$ cat src/rtl/axi_read_slave.sv
// AXI3 read-only slave in front of a registered-read word memory.
// One burst at a time; each beat is fetched, captured, then presented on R.
// Error bursts (DECERR/SLVERR) keep the same beat timing but never touch memory.
module axi_read_slave #(
  parameter int DATA_W = 32,
  parameter int MEM_AW = 7
) (
  input  logic              ACLK,
  input  logic              ARESETn,
  input  logic [3:0]        ARID,
  input  logic [31:0]       ARADDR,
  input  logic [3:0]        ARLEN,
  input  logic [2:0]        ARSIZE,
  input  logic [1:0]        ARBURST,
  input  logic [1:0]        ARLOCK,
  input  logic [3:0]        ARCACHE,
  input  logic [2:0]        ARPROT,
  input  logic              ARVALID,
  output logic              ARREADY,
  output logic [3:0]        RID,
  output logic [DATA_W-1:0] RDATA,
  output logic [1:0]        RRESP,
  output logic              RLAST,
  output logic              RVALID,
  input  logic              RREADY,
  output logic              mem_ren,
  output logic [MEM_AW-1:0] mem_raddr,
  input  logic [DATA_W-1:0] mem_rdata
);

  typedef enum logic [1:0] {IDLE, FETCH, CAPT, SEND} state_t;

  localparam logic [1:0] RESP_OKAY   = 2'b00;
  localparam logic [1:0] RESP_SLVERR = 2'b10;
  localparam logic [1:0] RESP_DECERR = 2'b11;
  localparam logic [1:0] BURST_FIXED = 2'b00;
  localparam logic [1:0] BURST_INCR  = 2'b01;
  localparam logic [1:0] BURST_WRAP  = 2'b10;

  state_t              state_q, state_d;
  logic [3:0]          id_q, id_d;
  logic [MEM_AW-1:0]   addr_q, addr_d;
  logic [3:0]          len_q, len_d;
  logic [1:0]          burst_q, burst_d;
  logic [3:0]          beat_q, beat_d;
  logic [1:0]          resp_q, resp_d;
  logic [DATA_W-1:0]   rdata_q, rdata_d;

  logic [1:0]          ar_resp;
  logic                last_beat;
  logic [MEM_AW-1:0]   addr_inc;
  logic [MEM_AW-1:0]   wrap_mask;
  logic [MEM_AW-1:0]   addr_next;

  // Lock/cache/protection attributes and the byte offset carry no meaning here.
  logic unused_inputs;
  assign unused_inputs = ^{ARLOCK, ARCACHE, ARPROT, ARADDR[1:0]};

  // Response for the incoming request: out-of-range address beats any slave error.
  always_comb begin
    ar_resp = RESP_OKAY;
    if (ARADDR[31:MEM_AW+2] != '0) begin
      ar_resp = RESP_DECERR;
    end else if ((ARSIZE > 3'b010) || (ARBURST == 2'b11) ||
                 ((ARBURST == BURST_WRAP) && (ARLEN != 4'd1) && (ARLEN != 4'd3) &&
                  (ARLEN != 4'd7) && (ARLEN != 4'd15))) begin
      ar_resp = RESP_SLVERR;
    end
  end

  // Next word address; for WRAP the legal lengths (1,3,7,15) double as the low-bit mask.
  always_comb begin
    addr_inc  = addr_q + MEM_AW'(1);
    wrap_mask = MEM_AW'(len_q);
    addr_next = addr_inc;
    case (burst_q)
      BURST_FIXED: addr_next = addr_q;
      BURST_INCR:  addr_next = addr_inc;
      BURST_WRAP:  addr_next = (addr_q & ~wrap_mask) | (addr_inc & wrap_mask);
      default:     addr_next = addr_q;
    endcase
  end

  assign last_beat = (beat_q == len_q);

  // Burst sequencer: accept AR, then FETCH -> CAPT -> SEND per beat.
  always_comb begin
    state_d = state_q;
    id_d    = id_q;
    addr_d  = addr_q;
    len_d   = len_q;
    burst_d = burst_q;
    beat_d  = beat_q;
    resp_d  = resp_q;
    rdata_d = rdata_q;
    case (state_q)
      IDLE: begin
        if (ARVALID) begin
          id_d    = ARID;
          addr_d  = ARADDR[MEM_AW+1:2];
          len_d   = ARLEN;
          burst_d = ARBURST;
          beat_d  = '0;
          resp_d  = ar_resp;
          state_d = FETCH;
        end
      end
      FETCH: state_d = CAPT;
      CAPT: begin
        rdata_d = (resp_q == RESP_OKAY) ? mem_rdata : '0;
        state_d = SEND;
      end
      SEND: begin
        if (RREADY) begin
          if (last_beat) begin
            state_d = IDLE;
          end else begin
            beat_d  = beat_q + 4'd1;
            addr_d  = addr_next;
            state_d = FETCH;
          end
        end
      end
      default: state_d = IDLE;
    endcase
  end

  // State and burst context registers.
  always_ff @(posedge ACLK or negedge ARESETn) begin
    if (!ARESETn) begin
      state_q <= IDLE;
      id_q    <= '0;
      addr_q  <= '0;
      len_q   <= '0;
      burst_q <= '0;
      beat_q  <= '0;
      resp_q  <= '0;
      rdata_q <= '0;
    end else begin
      state_q <= state_d;
      id_q    <= id_d;
      addr_q  <= addr_d;
      len_q   <= len_d;
      burst_q <= burst_d;
      beat_q  <= beat_d;
      resp_q  <= resp_d;
      rdata_q <= rdata_d;
    end
  end

  // ARREADY is gated by reset so it reads 0 while held in reset, 1 right after release.
  assign ARREADY   = (state_q == IDLE) && ARESETn;
  assign RVALID    = (state_q == SEND);
  assign RLAST     = (state_q == SEND) && last_beat;
  assign RID       = id_q;
  assign RDATA     = rdata_q;
  assign RRESP     = resp_q;
  assign mem_ren   = (state_q == FETCH) && (resp_q == RESP_OKAY);
  assign mem_raddr = addr_q;

  logic unused_resp_consts;
  assign unused_resp_consts = ^{RESP_SLVERR, RESP_DECERR};

endmodule

$ cat config.mk
export PLATFORM = sky130hd
export DESIGN_NAME = axi_read_slave
export DESIGN_NICKNAME = d
export VERILOG_FILES = /design/src/rtl/axi_read_slave.sv
export SDC_FILE = /design/constraint.sdc
export NUM_CORES = 1
export LEC_CHECK = 0
export BUFFER_PORTS_ARGS = -buffer_cell sky130_fd_sc_hd__buf_2
export CAP_MARGIN = 20
export CORE_MARGIN = 2
export CORE_UTILIZATION = 45
export DETAILED_ROUTE_END_ITERATION = 16
export MAX_ROUTING_LAYER = met4
export PLACE_DENSITY = 0.78
export SETUP_SLACK_MARGIN = 0.05
export SYNTH_ARGS = -nofsm -noshare
export SYNTH_HDL_FRONTEND = slang
export SYNTH_SLANG_ARGS = --single-unit
$ cat constraint.sdc
create_clock -name ACLK -period 3.6 [get_ports ACLK]
set_input_delay 0.36 -clock ACLK [delete_from_list [all_inputs] [get_ports ACLK]]
set_output_delay 0.36 -clock ACLK [all_outputs]
set_load 0.01 [all_outputs]
== Word level (Yosys, flattened, before mapping) ==
Cells that the tools add are included.

* Register bits after elaboration: 57
* Bits of input ports: 90
* Output and inout port bits: 49
* Word-level logic and storage cells: 64

* $add $sub $neg: 2
* $lt $le $gt $ge: 1
* Equality and inequality tests: 16
* Multiplexer cells: 16
* Bitwise gates (word level): 4
* Reductions and logical operators: 17

{| class="wikitable"
|+ Operator list
! operator !! number
|-
| 32-bit two-way mux || 1
|-
| 7-bit case mux with 2 select lines || 2
|-
| 23-bit nonzero test || 1
|-
| 7-bit two-way mux || 3
|-
| 4-bit two-way mux || 3
|-
| 2-bit equality test (second input constant) || 5
|-
| 2-bit two-way mux || 4
|-
| 2-bit case mux with 4 select lines || 1
|-
| 4-bit case mux with 2 select lines || 1
|-
| 7-bit by 1-bit adder with 7-bit output (second input constant) || 1
|-
| 7-bit by 4-bit AND with 7-bit output || 1
|-
| 7-bit AND || 1
|-
| 1-bit logical AND || 7
|-
| 4-bit inverter with 7-bit output || 1
|-
| 7-bit bitwise OR || 1
|-
| 5-bit AND reduction || 1
|-
| 4-bit by 1-bit adder with 4-bit output (second input constant) || 1
|-
| 2-bit by 1-bit equality test with 1-bit output (second input constant) || 2
|-
| 4-bit equality test || 1
|-
| 2-bit logical NOT || 2
|-
| 2-bit != test (second input constant) || 2
|-
| 4-bit by 1-bit != test with 1-bit output (second input constant) || 1
|-
| 4-bit by 2-bit != test with 1-bit output (second input constant) || 1
|-
| 4-bit by 3-bit != test with 1-bit output (second input constant) || 1
|-
| other kinds (9) || 11
|}

== Logic depth before layout (Yosys ltp) ==
* Depth in word-level cells: 8
* Depth in mapped cells: 7
* Depth with buffers taken out: 6

== Worst setup path after synthesis ==
No wires, ideal clock.

* Path type: register to register
* Start point: reg state_q[0]
* End point: reg beat_q[3]
* Arrival: 1.809 ns
* Setup slack: 1.714 ns
* Stages on the path, launching flop included: 8
* Cell sequence: dfrtp_1 inv_1 ha_1 nor2b_4 or3_1 buf_2 a2111o_1 a21oi_1

* Longest elaborated chain between the ends: 3
* Elaborated cells between the ends (all ways): 8
* Classes of those cells: eq/ne (4); mux (1); reduce/logical (3)

{| class="wikitable"
|+ RTL lines
! element !! line !! source
|-
| start: declaration || 40 || <nowiki>state_t state_q, state_d;</nowiki>
|-
| start signal: assignment || 140 || <nowiki>state_q <= state_d;</nowiki>
|-
| 2-bit equality test / 2-bit logical NOT (equally long branches) || 96 || <nowiki>case (state_q)</nowiki>
|-
| 2-bit != test (no line), or another cell as far along || -- ||
|-
| 4-bit AND reduction (no line) || -- ||
|-
| end signal: assignment || 145 || <nowiki>beat_q <= beat_d;</nowiki>
|-
| end: declaration || 45 || <nowiki>logic [3:0] beat_q, beat_d;</nowiki>
|}

Parallel ways exist; a longest one is shown, timed or not.
A chain may end at the register's enable or synchronous reset.

== Worst setup path after layout ==
* Start point: reg state_q[0]
* End point: reg addr_q[5] (netlist: mem_raddr[5])

* Longest elaborated chain between the ends: 3
* Elaborated cells between the ends (all ways): 9
* Classes of those cells: eq/ne (5); mux (1); reduce/logical (3)

{| class="wikitable"
|+ RTL lines
! element !! line !! source
|-
| 2-bit equality test / 2-bit logical NOT (equally long branches) || 96 ||
|-
| 3-bit by 1-bit != test with 1-bit output (no line), or another cell as far along || -- ||
|-
| 5-bit AND reduction (no line) || -- ||
|-
| end signal: assignment || 142 || <nowiki>addr_q <= addr_d;</nowiki>
|-
| end: declaration || 42 || <nowiki>logic [MEM_AW-1:0] addr_q, addr_d;</nowiki>
|}

Parallel ways exist; a longest one is shown, timed or not.

==> impl_metrics.env <==
export IMPL_grt_pass1_wl_mm=11.43
export IMPL_seq_area_um2=1426
export IMPL_p_leak_nw=1.857
export IMPL_finalCriticalPeriod_ns=2.421
export IMPL_antenna_found_initial=0
export IMPL_async_flop_share_pct=100.0
export IMPL_clk_path_buf_depth=2
export IMPL_post_cts_resized=0
export IMPL_post_synth_cell_area_avg_um2=9.608
export IMPL_ctsRootBufferMaster="clkbuf_8"
export IMPL_timing_rr_start="state_q[0]"
export IMPL_tightest_slew_ns=0.7280
export IMPL_fillers=542
export IMPL_setup_ws_ns=1.179
export IMPL_cp_start_kind="flip-flop"
export IMPL_synth_largest_area_cell="dfrtp_1"
export IMPL_post_dp_hpwl_mm=5.221
export IMPL_max_freq_mhz=413.0
export IMPL_cp_slowest_cell="nor2_1"
export IMPL_status="finished, final reports clean"
export IMPL_multiInputGateArea_um2=1186
export IMPL_finalCritPeriodShare_pct=67.26
export IMPL_rows=28
export IMPL_fp_dieW_um=82.69
export IMPL_ctsHtreeMaxLevel=3
export IMPL_timing_rr_end="mem_raddr[5]"
export IMPL_grt_max_degree=58
export IMPL_finClkSkew_ns=0.009154
export IMPL_ys_ff_latch=57
export IMPL_syn_area_um2=2786
export IMPL_drt_iter0_drc=138
export IMPL_area_delta_synth_final_pct=33.81
export IMPL_first_global_vias=2472
export IMPL_drtAntennaViolNets=0
export IMPL_synth_cells=290
export IMPL_path_cells="inv_1, ha_1, nand2_1, nor2_1, a31oi_1, a211o_1"
export IMPL_power_density_nw_per_um2=671.6
export IMPL_clk_latency_ns=0.33
export IMPL_slowest_delay_ns=0.62
export IMPL_vias_per_cell=5.168
export IMPL_cts_setup_buffers=0
export IMPL_die_y_um=82.69
export IMPL_crit_arrival_ns=2.63
export IMPL_netlist_cell_type_count=47
export IMPL_ys_flop_type="dfrtp_1"
export IMPL_yosysWarnings=0
export IMPL_ys_seq_area_share_pct=51.19
export IMPL_slew_violations=0
export IMPL_cap_violations=0
export IMPL_wl_mm=7.170
export IMPL_ys_top_cells_by_area="dfrtp_1 51%, nand2_1 5.4%, o21ai_0 5.4%"
export IMPL_drive_gt1_share_pct=38.35
export IMPL_grt_overflow=0
export IMPL_place_ws_ns=1.155
export IMPL_clk_pin_slew_ns=0.07
export IMPL_crit_required_ns=3.81
export IMPL_instances_no_fill=500
export IMPL_cts_sinks=57
export IMPL_ir_drop_v=0.0003899
export IMPL_cp_max_fo=14
export IMPL_slew_headroom_pct=51.47
export IMPL_io_pins=139
export IMPL_synth_edf_count=0
export IMPL_port_buffers=127
export IMPL_globalplace_congestion=0.8342
export IMPL_crit_type="flip-flop to flip-flop"
export IMPL_drc=0
export IMPL_reg2reg_slack_ns=1.18
export IMPL_end_kind="flip-flop"
export IMPL_vias=2584
export IMPL_die_area_um2=6838
export IMPL_placed_cells=484
export IMPL_initial_core_util_pct=46.79
export IMPL_antenna_cells=0
export IMPL_hold_violations=0
export IMPL_synthesis_nets=387
export IMPL_synth_top_area_share_pct=51.19
export IMPL_setup_tns_final_ns=0
export IMPL_cts_buffers_inserted=9
export IMPL_setup_viol=0
export IMPL_firstDrtPassIters=4
export IMPL_rsz0062_at_grt="false"
export IMPL_cts_tree="built"
export IMPL_wl_per_cell_um=14.34
export IMPL_nets=517
export IMPL_rr_worst_depth=6
export IMPL_hold_class="input port to async pin"
export IMPL_grt_use_total_pct=22.92
export IMPL_hold_buffers=0
export IMPL_coreArea_um2=5956
-- cell type report --
cell class              instances  share of cell area (%)
flip-flops and latches         57                   38.26
repair buffers                130                   17.65
inverters                      36                   3.624
well taps                      75                   2.517
clock inverters                 5                   2.081
multi-input cells             186                   31.81
clock buffers                  11                   4.060
-- worst max-delay path by stage --
stage / slack (ns) / end / start / cells past startpoint
5_1_grt: 0.92 / mem_raddr[5] / state_q[0] / 6
6_report: 1.18 / mem_raddr[5] / state_q[0] / 6
3_3_place_gp: 1.21 / mem_raddr[6] / state_q[0] / 6
3_5_place_dp: 1.16 / mem_raddr[5] / state_q[0] / 6
2_1_floorplan: 1.71 / beat_q[3] / state_q[0] / 7
4_1_cts: 1.15 / mem_raddr[5] / state_q[0] / 6
-- power by group --
part / internal (mW) / switching (mW) / total (mW)
logic: 0.409 / 0.492 / 0.901
clock network: 0.425 / 0.260 / 0.685
registers: 0.772 / 0.146 / 0.917
total: 1.61 / 0.898 / 2.50
-- routing by layer --
| layer | wire length [um] | part of all wire (%) | global-route usage [%] | vias to the layer above |
|---|---|---|---|---|
| li1 | - | - | - | 1265 |
| met1 | 3038 | 42 | 28.20 | 1204 |
| met2 | 3535 | 49 | 36.61 | 115 |
| met3 | 596 | 8.3 | 6.957 | 0 |
| met4 | 0 | 0 | 6.721 | 0 |
| met5 | 0 | 0 | - | - |
-- registers in the layout (all words and copies together) (netlist names), named ones only --
name	count
burst_q	2
RDATA	32
RID	4
RRESP	2
mem_raddr	4
state_q	2
len_q	4
beat_q	4
-- logic make-up (layout without fill, tap and decap cells) --
logic type / after synthesis / in the layout / synth area share [%]
compound gates: 68 / 68 / 14.91
flops: 57 / 57 / 51.19
buf+inv: 47 / 182 / 6.421
mux: 15 / 15 / 5.972
fa+ha+maj: 7 / 7 / 3.143
simple gates: 91 / 91 / 16.79
xor+xnor: 5 / 5 / 1.572
-- per-stage QoR --
step	total power, mW	hold slack (ns)	util (%)	instance area, um^2
final	2.504	0.2100	62.61	3729
after global routing	2.693	0.2135	62.61	3729
after CTS	2.526	0.2163	62.61	3729
after detailed placement	1.829	0.4922	58.76	3500
after global placement	1.791	0.4836	58.76	3500
after floorplan	1.545	0.06441	-	2786
-- cells in the mapped netlist, types with 5 or more instances --
| cell | n |
|---|---|
| clkbuf_1 | 8 |
| inv_1 | 35 |
| nand2b_1 | 5 |
| nor2_1 | 7 |
| dfrtp_1 | 57 |
| mux2_2 | 13 |
| nand2_1 | 40 |
| o21ai_0 | 30 |
| a21oi_1 | 8 |
| nor4_1 | 8 |
| o21ai_1 | 7 |
| nand3_1 | 6 |
| ha_1 | 7 |
-- layout by cell type (no fill, tap or decap), types with 2 or more instances in the layout --
cell type  synthesis  final
a21oi_1            8      8
nor4_1             8      8
or4_1              3      3
a41oi_1            2      2
o2bb2ai_1          2      2
nand2b_1           5      5
nand2_1           40     40
o21ai_1            7      7
dfrtp_1           57     57
nor2_1             7      7
ha_1               7      7
a211o_1            3      3
mux2_2            13     13
clkinv_2           0      2
nor4b_1            2      2
nor3_1             3      3
and3_1             3      3
buf_2              2    127
nand3_1            6      6
bufinv_16          0      2
o21ai_0           30     30
a32o_1             2      2
nand4_1            2      2
nor2b_1            3      3
clkbuf_8           0     11
a31oi_1            4      4
inv_1             35     35
mux2i_1            2      2
buf_4              0      3
xnor2_1            4      4
nor3b_1            3      2
-- critical path, delay by kind of cell, from the launching register on --
kind                     cells  cell delay, ns
AND/OR/NAND/NOR              2            1.01
AO/OA/AOI/OAI                2            0.45
flip-flops                   1            0.40
adder cells (fa/ha/maj)      1            0.30
buffers and inverters        1            0.14
Power figures use the tool's default switching activity.
